$ cat src/rtl/uart_tx_arbiter_if.sv
// uart_tx_arbiter_if: requester handshake plus UART TX core launch/status signals.
// The arbiter connects through the master modport. The producers and the TX core
// connect through the slave modport.
interface uart_tx_arbiter_if #(
    parameter int NUM_REQ    = 4,
    parameter int DATA_WIDTH = 8
);
    localparam int GW = ($clog2(NUM_REQ) > 1) ? $clog2(NUM_REQ) : 1;

    logic [NUM_REQ-1:0]            req_valid;
    logic [NUM_REQ*DATA_WIDTH-1:0] req_data;
    logic [NUM_REQ-1:0]            req_par_en;
    logic [NUM_REQ-1:0]            req_ready;
    logic                          tx_busy;
    logic [DATA_WIDTH-1:0]         tx_data;
    logic                          tx_par_en;
    logic                          tx_data_valid;
    logic [GW-1:0]                 grant_id;
    logic                          arb_busy;
    logic                          err_timeout;

    modport master (
        input  req_valid, req_data, req_par_en, tx_busy,
        output req_ready, tx_data, tx_par_en, tx_data_valid, grant_id, arb_busy, err_timeout
    );

    modport slave (
        output req_valid, req_data, req_par_en, tx_busy,
        input  req_ready, tx_data, tx_par_en, tx_data_valid, grant_id, arb_busy, err_timeout
    );
endinterface

$ cat src/rtl/uart_tx_arbiter.sv
// uart_tx_arbiter: round-robin scheduler sharing one UART TX core among NUM_REQ
// byte producers. It accepts one byte, pulses the launch, and follows tx_busy
// until the frame completes. It then enforces an idle gap before the next grant.
module uart_tx_arbiter #(
    parameter int NUM_REQ       = 4,
    parameter int DATA_WIDTH    = 8,
    parameter int GAP_CYCLES    = 2,
    parameter int START_TIMEOUT = 15
) (
    input  logic                    clk,
    input  logic                    rst,
    uart_tx_arbiter_if.master       bus
);
    localparam int GW       = ($clog2(NUM_REQ) > 1) ? $clog2(NUM_REQ) : 1;
    localparam int CNT_MAX  = (START_TIMEOUT > GAP_CYCLES) ? START_TIMEOUT : GAP_CYCLES;
    localparam int CW       = ($clog2(CNT_MAX + 1) > 0) ? $clog2(CNT_MAX + 1) : 1;
    localparam int GAP_LAST_I = (GAP_CYCLES > 0) ? GAP_CYCLES - 1 : 0;
    localparam logic [CW-1:0] TO_LAST  = CW'(START_TIMEOUT - 1);
    localparam logic [CW-1:0] GAP_LAST = CW'(GAP_LAST_I);

    typedef enum logic [2:0] {
        IDLE,
        LAUNCH,
        WAIT_START,
        WAIT_DONE,
        GAP
    } state_t;

    state_t                state_q, state_d;
    logic [CW-1:0]         cnt_q, cnt_d;
    logic [GW-1:0]         ptr_q, ptr_d;
    logic [GW-1:0]         grant_q, grant_d;
    logic [DATA_WIDTH-1:0] data_q, data_d;
    logic                  par_q, par_d;

    logic [NUM_REQ-1:0]    ready_c;
    logic                  dv_c;
    logic                  err_c;

    logic                  any_valid;
    logic [GW-1:0]         winner;
    logic [GW-1:0]         cand;
    logic [DATA_WIDTH-1:0] req_bytes [NUM_REQ];

    for (genvar g = 0; g < NUM_REQ; g++) begin : g_split
        assign req_bytes[g] = bus.req_data[g*DATA_WIDTH +: DATA_WIDTH];
    end

    // Scan from the requester after the last winner, with wrap, for the first valid one.
    always_comb begin
        any_valid = 1'b0;
        winner    = ptr_q;
        cand      = '0;
        for (int k = 1; k <= NUM_REQ; k++) begin
            cand = GW'((int'(ptr_q) + k) % NUM_REQ);
            if (!any_valid && bus.req_valid[cand]) begin
                any_valid = 1'b1;
                winner    = cand;
            end
        end
    end

    // Next state, counter and latch updates, and the one-cycle strobes.
    // The strobes are forced low while rst is high so no transfer happens during reset.
    always_comb begin
        state_d = state_q;
        cnt_d   = cnt_q;
        ptr_d   = ptr_q;
        grant_d = grant_q;
        data_d  = data_q;
        par_d   = par_q;
        ready_c = '0;
        dv_c    = 1'b0;
        err_c   = 1'b0;
        unique case (state_q)
            IDLE: begin
                if (!bus.tx_busy && any_valid) begin
                    ready_c[winner] = 1'b1;
                    data_d          = req_bytes[winner];
                    par_d           = bus.req_par_en[winner];
                    grant_d         = winner;
                    ptr_d           = winner;
                    state_d         = LAUNCH;
                end
            end
            LAUNCH: begin
                dv_c    = 1'b1;
                cnt_d   = '0;
                state_d = WAIT_START;
            end
            WAIT_START: begin
                if (bus.tx_busy) begin
                    state_d = WAIT_DONE;
                end else if (cnt_q == TO_LAST) begin
                    err_c   = 1'b1;
                    cnt_d   = '0;
                    state_d = GAP;
                end else begin
                    cnt_d = cnt_q + 1'b1;
                end
            end
            WAIT_DONE: begin
                if (!bus.tx_busy) begin
                    cnt_d   = '0;
                    state_d = GAP;
                end
            end
            GAP: begin
                cnt_d = cnt_q + 1'b1;
                if (cnt_q == GAP_LAST) begin
                    state_d = IDLE;
                end
            end
            default: begin
                state_d = IDLE;
            end
        endcase
        if (rst) begin
            ready_c = '0;
            dv_c    = 1'b0;
            err_c   = 1'b0;
        end
    end

    // State register and latched frame attributes. On reset, requester 0 gets first priority.
    always_ff @(posedge clk) begin
        if (rst) begin
            state_q <= IDLE;
            cnt_q   <= '0;
            ptr_q   <= GW'(NUM_REQ - 1);
            grant_q <= '0;
            data_q  <= '0;
            par_q   <= 1'b0;
        end else begin
            state_q <= state_d;
            cnt_q   <= cnt_d;
            ptr_q   <= ptr_d;
            grant_q <= grant_d;
            data_q  <= data_d;
            par_q   <= par_d;
        end
    end

    assign bus.req_ready     = ready_c;
    assign bus.tx_data       = data_q;
    assign bus.tx_par_en     = par_q;
    assign bus.tx_data_valid = dv_c;
    assign bus.grant_id      = grant_q;
    assign bus.arb_busy      = (state_q != IDLE);
    assign bus.err_timeout   = err_c;
endmodule

$ cat src/flat_wrapper.sv
// flat-port wrapper written by rule: the top's interface ports become plain ports
module uart_tx_arbiter_flat 
#(
    parameter int NUM_REQ       = 4,
    parameter int DATA_WIDTH    = 8,
    parameter int GAP_CYCLES    = 2,
    parameter int START_TIMEOUT = 15
)
  (clk, rst, bus_req_valid, bus_req_data, bus_req_par_en, bus_tx_busy, bus_req_ready, bus_tx_data, bus_tx_par_en, bus_tx_data_valid, bus_grant_id, bus_arb_busy, bus_err_timeout);
  uart_tx_arbiter_if #(.NUM_REQ(NUM_REQ), .DATA_WIDTH(DATA_WIDTH)) bus_i ();
  input  logic clk;
  input  logic rst;
  input wire logic [$bits(bus_i.req_valid)-1:0] bus_req_valid;
  input wire logic [$bits(bus_i.req_data)-1:0] bus_req_data;
  input wire logic [$bits(bus_i.req_par_en)-1:0] bus_req_par_en;
  input wire logic [$bits(bus_i.tx_busy)-1:0] bus_tx_busy;
  output wire logic [$bits(bus_i.req_ready)-1:0] bus_req_ready;
  output wire logic [$bits(bus_i.tx_data)-1:0] bus_tx_data;
  output wire logic [$bits(bus_i.tx_par_en)-1:0] bus_tx_par_en;
  output wire logic [$bits(bus_i.tx_data_valid)-1:0] bus_tx_data_valid;
  output wire logic [$bits(bus_i.grant_id)-1:0] bus_grant_id;
  output wire logic [$bits(bus_i.arb_busy)-1:0] bus_arb_busy;
  output wire logic [$bits(bus_i.err_timeout)-1:0] bus_err_timeout;
  assign bus_i.req_valid = bus_req_valid;
  assign bus_i.req_data = bus_req_data;
  assign bus_i.req_par_en = bus_req_par_en;
  assign bus_i.tx_busy = bus_tx_busy;
  assign bus_req_ready = bus_i.req_ready;
  assign bus_tx_data = bus_i.tx_data;
  assign bus_tx_par_en = bus_i.tx_par_en;
  assign bus_tx_data_valid = bus_i.tx_data_valid;
  assign bus_grant_id = bus_i.grant_id;
  assign bus_arb_busy = bus_i.arb_busy;
  assign bus_err_timeout = bus_i.err_timeout;
  uart_tx_arbiter #(.NUM_REQ(NUM_REQ), .DATA_WIDTH(DATA_WIDTH), .GAP_CYCLES(GAP_CYCLES), .START_TIMEOUT(START_TIMEOUT)) u_core (.clk(clk), .rst(rst), .bus(bus_i));
endmodule
$ cat config.mk
export PLATFORM = sky130hd
export DESIGN_NAME = uart_tx_arbiter_flat
export DESIGN_NICKNAME = d
export VERILOG_FILES = /design/src/rtl/uart_tx_arbiter_if.sv /design/src/rtl/uart_tx_arbiter.sv /design/src/flat_wrapper.sv
export SDC_FILE = /design/constraint.sdc
export NUM_CORES = 1
export LEC_CHECK = 0
export CAP_MARGIN = 0
export CORE_MARGIN = 2
export CORE_UTILIZATION = 46
export DETAILED_ROUTE_END_ITERATION = 7
export GPL_TIMING_DRIVEN = 0
export PLACE_DENSITY = 0.95
export SLEW_MARGIN = 20
export SYNTH_ARGS = -nofsm -noshare
export SYNTH_HDL_FRONTEND = slang
export SYNTH_SLANG_ARGS = --single-unit
$ cat constraint.sdc
create_clock -name clk -period 3.35 [get_ports clk]
set_input_delay 0.335 -clock clk [delete_from_list [all_inputs] [get_ports clk]]
set_output_delay 0.335 -clock clk [all_outputs]
set_load 0.01 [all_outputs]
==> results.toml, run 1 <==
[cts]
clock_sinks = 20
h-tree-depth = 1
cts-buffers-inserted = 3
cts-root-buf = "clkbuf_4"
post_cts_buffers = 0
path_clk_slew_ps = 110
hold_buffers = 0
clk-insertion-delay-late_ps = 300
cts_tree = "yes"
ctsLongestPathBuffers = 2
cts_resized = 0

[worst_setup_path]
crit_type = "input port to primary output"
crit_fanout = 10
cp-start-kind = "input port"
worstPathArrival_ps = 2510
reg2regPathDepth = 7
crit_path_end = "bus_req_ready[1]"
r2r-start = "u_core.ptr_q[0]"
r2r-end = "u_core.bus.tx_data[5]"
end_kind = "primary output"
required_ps = 3010
r2r_slack_ps = 1650
startpoint = "bus_req_valid[0]"

[detailed_routing]
vias_per_cell = 5.771
drc = 0
dr_wl_met2_um = 1958
wire_per_inst_um = 14.96
ant_nets = 0
drtIter0Drc = 84
route.met3.wl_um = 209
drtPass1Iterations = 4
wl_met1_um = 1690
highest_layer = "met4"
wl_um = 3919
num_vias = 1512

[yosys]
synth_fp_nets = 212
mappedNetlistArea_um2 = 1430
async_flop_share_pct = 0
ys_types = 44
syn_inst = 166
ys.flop_type = "dfxtp_1"
synth_edf_count = 0
yosys.area.top_type = "dfxtp_1"
synth-simple-area-share_pct = 27.82
synth_compound_area_share_pct = 31.32
yosysTopAreaCellShare_pct = 28.00
ys_seq_elements = 20
synth.yosys.seq_area_share_pct = 28.00
synth_adder_area_share_pct = 2.625
yosys_warnings = 0
yosys-top-cells-area = "dfxtp_1 28%, and3_1 7.9%, a211oi_2 6.1%"
avgSynthCellArea_um2 = 8.615
synth_top_family_by_area = "compound AO/OA/AOI/OAI gates"
synthXorXnorAreaFrac_pct = 1.837
synth.area.mux_share_pct = 0.6999

[final_layout]
num-nets-final = 277
drive_gt1_share_pct = 14.41
layoutNonFillerInstCount = 262
antenna_cells = 0
area_growth_pct = 46.46

[timing]
rsz0062_at_grt = "no"
finClkSkew_ps = 2.560
relSlewSlack_pct = 69.86
tightest_slew_ps = 452.0
finalSetupViolations = 0
maxSlewViolCount = 0
hold_viol_final = 0
post-route-min-period_ps = 2841
fin_crit_sh_pct = 84.81
tns_ps = 0
fmax_mhz = 352.0

[grt]
grt_overflow = 0
grt_max_degree = 11
grt_first_pass_wirelength_um = 6396
grt_use_total_pct = 23.52
grt_pass1_vias = 1436
antenna_found_initial = 0

[floorplan]
die_area_um2 = 3571
std_cell_rows = 20
die_w_um = 59.76
ios = 61
die_h_um = 59.76
start_util_pct = 47.63
core_area_um2 = 3003

[placement]
io_buffers = 60
dpl.hpwl_um = 2960
globalplace.congestion = 0.9109
dp_cells = 259

[power]
p_leak_nw = 0.8158
p_total_mw = 0.7214
powerDensity_nw_per_um2 = 344.4
peakVddDrop_mv = 0.1746

[hold_path]
whs_path_depth = 2
hold_class = "flip-flop to flip-flop"

[status]
status = "completed"

[job]
cap_violations = 0
[state kept, by name, summed over array words and instances (netlist names)]
name	flops
u_core.bus.grant_id	2
u_core.ptr_q	2
u_core.bus.tx_par_en	1
u_core.cnt_q	4
u_core.bus.tx_data	8
u_core.state_q	3
[cells in the mapped netlist (4+ instances only)]
master	number
a211oi_1	11
a211oi_2	7
a21oi_1	7
and3_1	18
buf_2	4
clkbuf_1	5
dfxtp_1	20
inv_1	4
nand2b_1	4
nand3b_1	9
nor2_1	15
nor3_1	7
o31ai_2	7
[power breakdown]
| part | switching, mW | internal, mW |
|---|---|---|
| Combinational | 0.155 | 0.171 |
| Sequential | 0.0192 | 0.262 |
| Clock | 0.0720 | 0.0419 |
| Total | 0.246 | 0.476 |
[layout make-up]
class,count,area [um2]
flip-flops and latches,20,400.4
clock buffers,3,22.52
multi-input cells,127,919.6
inverters,4,15.01
repair buffers,60,600.6
well taps,33,41.29
fillers,240,908.4
plain buffers,15,95.09
[logic make-up (layout without fill, tap and decap cells)]
logic type	after synthesis	in the layout
multiplexers	1	1
buffers and inverters	19	82
AO/OA/AOI/OAI	52	52
adder cells (fa/ha/maj)	3	3
flip-flops	20	20
XOR/XNOR	3	3
AND/OR/NAND/NOR	68	68
[stage by stage]
step | setup WS (ps) | hold slack [ps] | util [%] | cell area (um2)
after floorplan | 1586 | 510.3 | - | 1430
after global placement | 549.4 | 484.8 | 69.00 | 2072
after detailed placement | 529.3 | 481.7 | 69.00 | 2072
after CTS | 508.7 | 511.0 | 69.75 | 2095
after global routing | 382.5 | 537.5 | 69.75 | 2095
final | 509.0 | 512.2 | 69.75 | 2095
[worst min-delay path by stage]
stage                               start               endpoint  slack (ps)
floorplan           u_core.bus.tx_data[0]  u_core.bus.tx_data[0]         510
global placement    u_core.bus.tx_data[7]  u_core.bus.tx_data[7]         480
detailed placement  u_core.bus.tx_data[0]  u_core.bus.tx_data[0]         480
global route        u_core.bus.tx_data[0]  u_core.bus.tx_data[0]         540
CTS                 u_core.bus.tx_data[0]  u_core.bus.tx_data[0]         510
finish              u_core.bus.tx_data[0]  u_core.bus.tx_data[0]         510
[cell usage in the layout, fill, tap and decap left out, types with 4 or more instances in the layout]
cell and n:
nand3b_1 9, clkdlybuf4s50_1 60, buf_2 4, nor2_1 15
o31ai_2 7, dfxtp_1 20, nor3_1 7, and3_1 18
a211oi_1 11, inv_1 4, nand2b_1 4, clkbuf_1 5
a211oi_2 7, a21oi_1 7
[metal layers]
layer	track usage, %	up-vias
li1	-	753
met1	29.19	707
met2	40.53	46
met3	3.680	6
met4	8.889	0
met5	0	-
[critical path: stages]
cell	delay [ps]
clkdlybuf4s50_1	540
nor2_1	110
a21oi_2	220
nand2_2	130
or2_4	280
buf_6	160
nor3_1	170
clkdlybuf4s50_1	570
Note: power is estimated with default switching activity, not from simulation.
==> inputs of run 2 (changes only) <==
--- a/config.mk
+++ b/config.mk
@@ -7,10 +7,10 @@
 export LEC_CHECK = 0
 export CAP_MARGIN = 0
 export CORE_MARGIN = 2
-export CORE_UTILIZATION = 46
+export CORE_UTILIZATION = 42
 export DETAILED_ROUTE_END_ITERATION = 7
 export GPL_TIMING_DRIVEN = 0
-export PLACE_DENSITY = 0.95
+export PLACE_DENSITY = 0.88
 export SLEW_MARGIN = 20
 export SYNTH_ARGS = -nofsm -noshare
 export SYNTH_HDL_FRONTEND = slang
==> constraint.sdc (replaced) <==
create_clock -name clk -period 2.8 [get_ports clk]
set_input_delay 0.28 -clock clk [delete_from_list [all_inputs] [get_ports clk]]
set_output_delay 0.28 -clock clk [all_outputs]
set_load 0.01 [all_outputs]
==> results.toml, run 2 (synthesis gave the netlist of run 1 again) <==
[worst_setup_path]
crit_chain = "clkdlybuf4s50_1 -> nor2_1 -> a21oi_2 -> nand2_2 -> or2_4 -> buf_6 -> nor3_1 -> clkdlybuf4s50_1"
path_common_cell = "clkdlybuf4s50_1"
cp_slowest_cell = "clkdlybuf4s50_1"
cp_top_family = "buffers and inverters"
crit_buf_inv = 3
crit_type = "input port to primary output"
worstPathArrival_ps = 2460
r2r_slack_ps = 1020
required_ps = 2520
cp-start-kind = "input port"
crit_path_max_incr_delay_ps = 580
end_kind = "primary output"
crit_fanout = 10

[cts]
path_clk_slew_ps = 130
post_cts_buffers = 0
hold_buffers = 0
h-tree-depth = 1
clock_sinks = 20
cts-buffers-inserted = 3
ctsLongestPathBuffers = 2
cts_tree = "yes"
cts-root-buf = "clkbuf_4"
clk-insertion-delay-late_ps = 310

[power]
internal-power_mw = 0.6633
peakVddDrop_mv = 0.2593
p_leak_nw = 0.8478
clkPwrFrac_pct = 24.9
p_total_mw = 0.9628
sequentialPowerShare_pct = 34.9
powerDensity_nw_per_um2 = 449.2
p_switching_mw = 0.2995
combinationalPowerShare_pct = 40.2
swShare_pct = 31.11

[timing]
finClkSkew_ps = 11.39
rsz0062_at_grt = "no"
post-route-min-period_ps = 2736
tightest_slew_ps = 426.4
tns_ps = 0
hold_viol_final = 0
timing.hold.ws_ps = 510.0
fin_crit_sh_pct = 97.72
fmax_mhz = 365.5
maxSlewViolCount = 0
finalWorstSetupSlack_ps = 63.82
relSlewSlack_pct = 71.58
finalSetupViolations = 0

[placement]
dp_cells = 272
globalplace.congestion = 0.9164
io_buffers = 60
dpl.hpwl_um = 2940
post-place-ws_ps = 89.97
detailed_place.area_um2 = 2088

[detailed_routing]
wire_per_inst_um = 13.46
wl_um = 3716
num_vias = 1427
vias_per_cell = 5.170
ant_nets = 0
drc = 0
drtIter0Drc = 81
drtPass1Iterations = 4

[grt]
grt_overflow = 0
grt_pass1_vias = 1377
grt_max_degree = 13
grt_first_pass_wirelength_um = 6361
grt_use_total_pct = 20.11
antenna_found_initial = 0

[final_layout]
num-nets-final = 277
area_growth_pct = 49.87
antenna_cells = 0
stdcell_area_um2 = 2143
final_common_cell = "clkdlybuf4s50_1"
layout_common_cells = "59 x clkdlybuf4s50_1, 20 x dfxtp_1, 18 x and3_1"
final_util_pct = 64.74
layoutNonFillerInstCount = 276
nFillCells = 289
drive_gt1_share_pct = 14.78
largest_reg_flops = 8

[floorplan]
core_area_um2 = 3311
die_area_um2 = 3888
ios = 61
start_util_pct = 43.20
die_w_um = 62.35
die_h_um = 62.35
std_cell_rows = 21

[job]
cap_violations = 0

[hold_path]
hold_class = "flip-flop to flip-flop"

[status]
status = "completed"
[run 2: metal layers]
| layer | track usage [%] | up-vias | part of all wire, % |
|---|---|---|---|
| met2 | 35.33 | 36 | 49 |
| met3 | 3.261 | 4 | 4.1 |
| li1 | - | 750 | - |
| met5 | 0 | - | 0 |
| met4 | 5.278 | 0 | 0.94 |
| met1 | 25.62 | 637 | 45 |
[run 2: worst reg2reg max path, cell delays in order, from the launching register on]
cell	delay, ps
dfxtp_1	450
nand2b_1	160
a21o_1	140
buf_2	190
nand2_2	80
buf_4	170
a211oi_1	400
o31ai_2	100
[run 2: final timing paths]
kind / startpoint / endpoint / cells after the start
setup / recovery: bus_req_valid[0] / bus_req_ready[0] / 8
hold / removal: u_core.bus.tx_data[1] / u_core.bus.tx_data[1] / 2
setup reg to reg: u_core.ptr_q[0] / u_core.bus.tx_data[5] / 7
hold reg to reg: u_core.bus.tx_data[1] / u_core.bus.tx_data[1] / 2
[run 2: cell type report]
type	instances	area [um2]	share of cell area [%]
Buffer	15	95.09	4.437
Clock buffer	3	22.52	1.051
Clock inverter	1	30.03	1.401
Inverter	4	15.01	0.7005
Multi-Input combinational cell	127	919.6	42.91
Sequential cell	20	400.4	18.68
Tap cell	46	57.56	2.685
Timing Repair Buffer	60	603.1	28.14
[run 2: timing repair]
action / in CTS / in global routing
endpoints found under the setup margin: 0 / 1
endpoints found under the hold margin: 0 / 0
gates resized for setup: 0 / 1
[run 2: power by group through the flow]
| stage | clock [mW] | combinational, mW | sequential (mW) |
|---|---|---|---|
| floorplan | 0 | 0.222 | 0.348 |
| finish | 0.240 | 0.387 | 0.336 |
| CTS | 0.239 | 0.390 | 0.336 |
| detailed placement | 0 | 0.387 | 0.342 |
| global route | 0.255 | 0.423 | 0.340 |
| global placement | 0 | 0.381 | 0.341 |
==> inputs of run 3 (changes only) <==
--- a/config.mk
+++ b/config.mk
@@ -5,6 +5,7 @@
 export SDC_FILE = /design/constraint.sdc
 export NUM_CORES = 1
 export LEC_CHECK = 0
+export ABC_CLOCK_PERIOD_IN_PS = 2800
 export CAP_MARGIN = 0
 export CORE_MARGIN = 2
 export CORE_UTILIZATION = 42
==> results of run 3 <==
The final DEF is identical to that of run 2; final timing and power are the same.
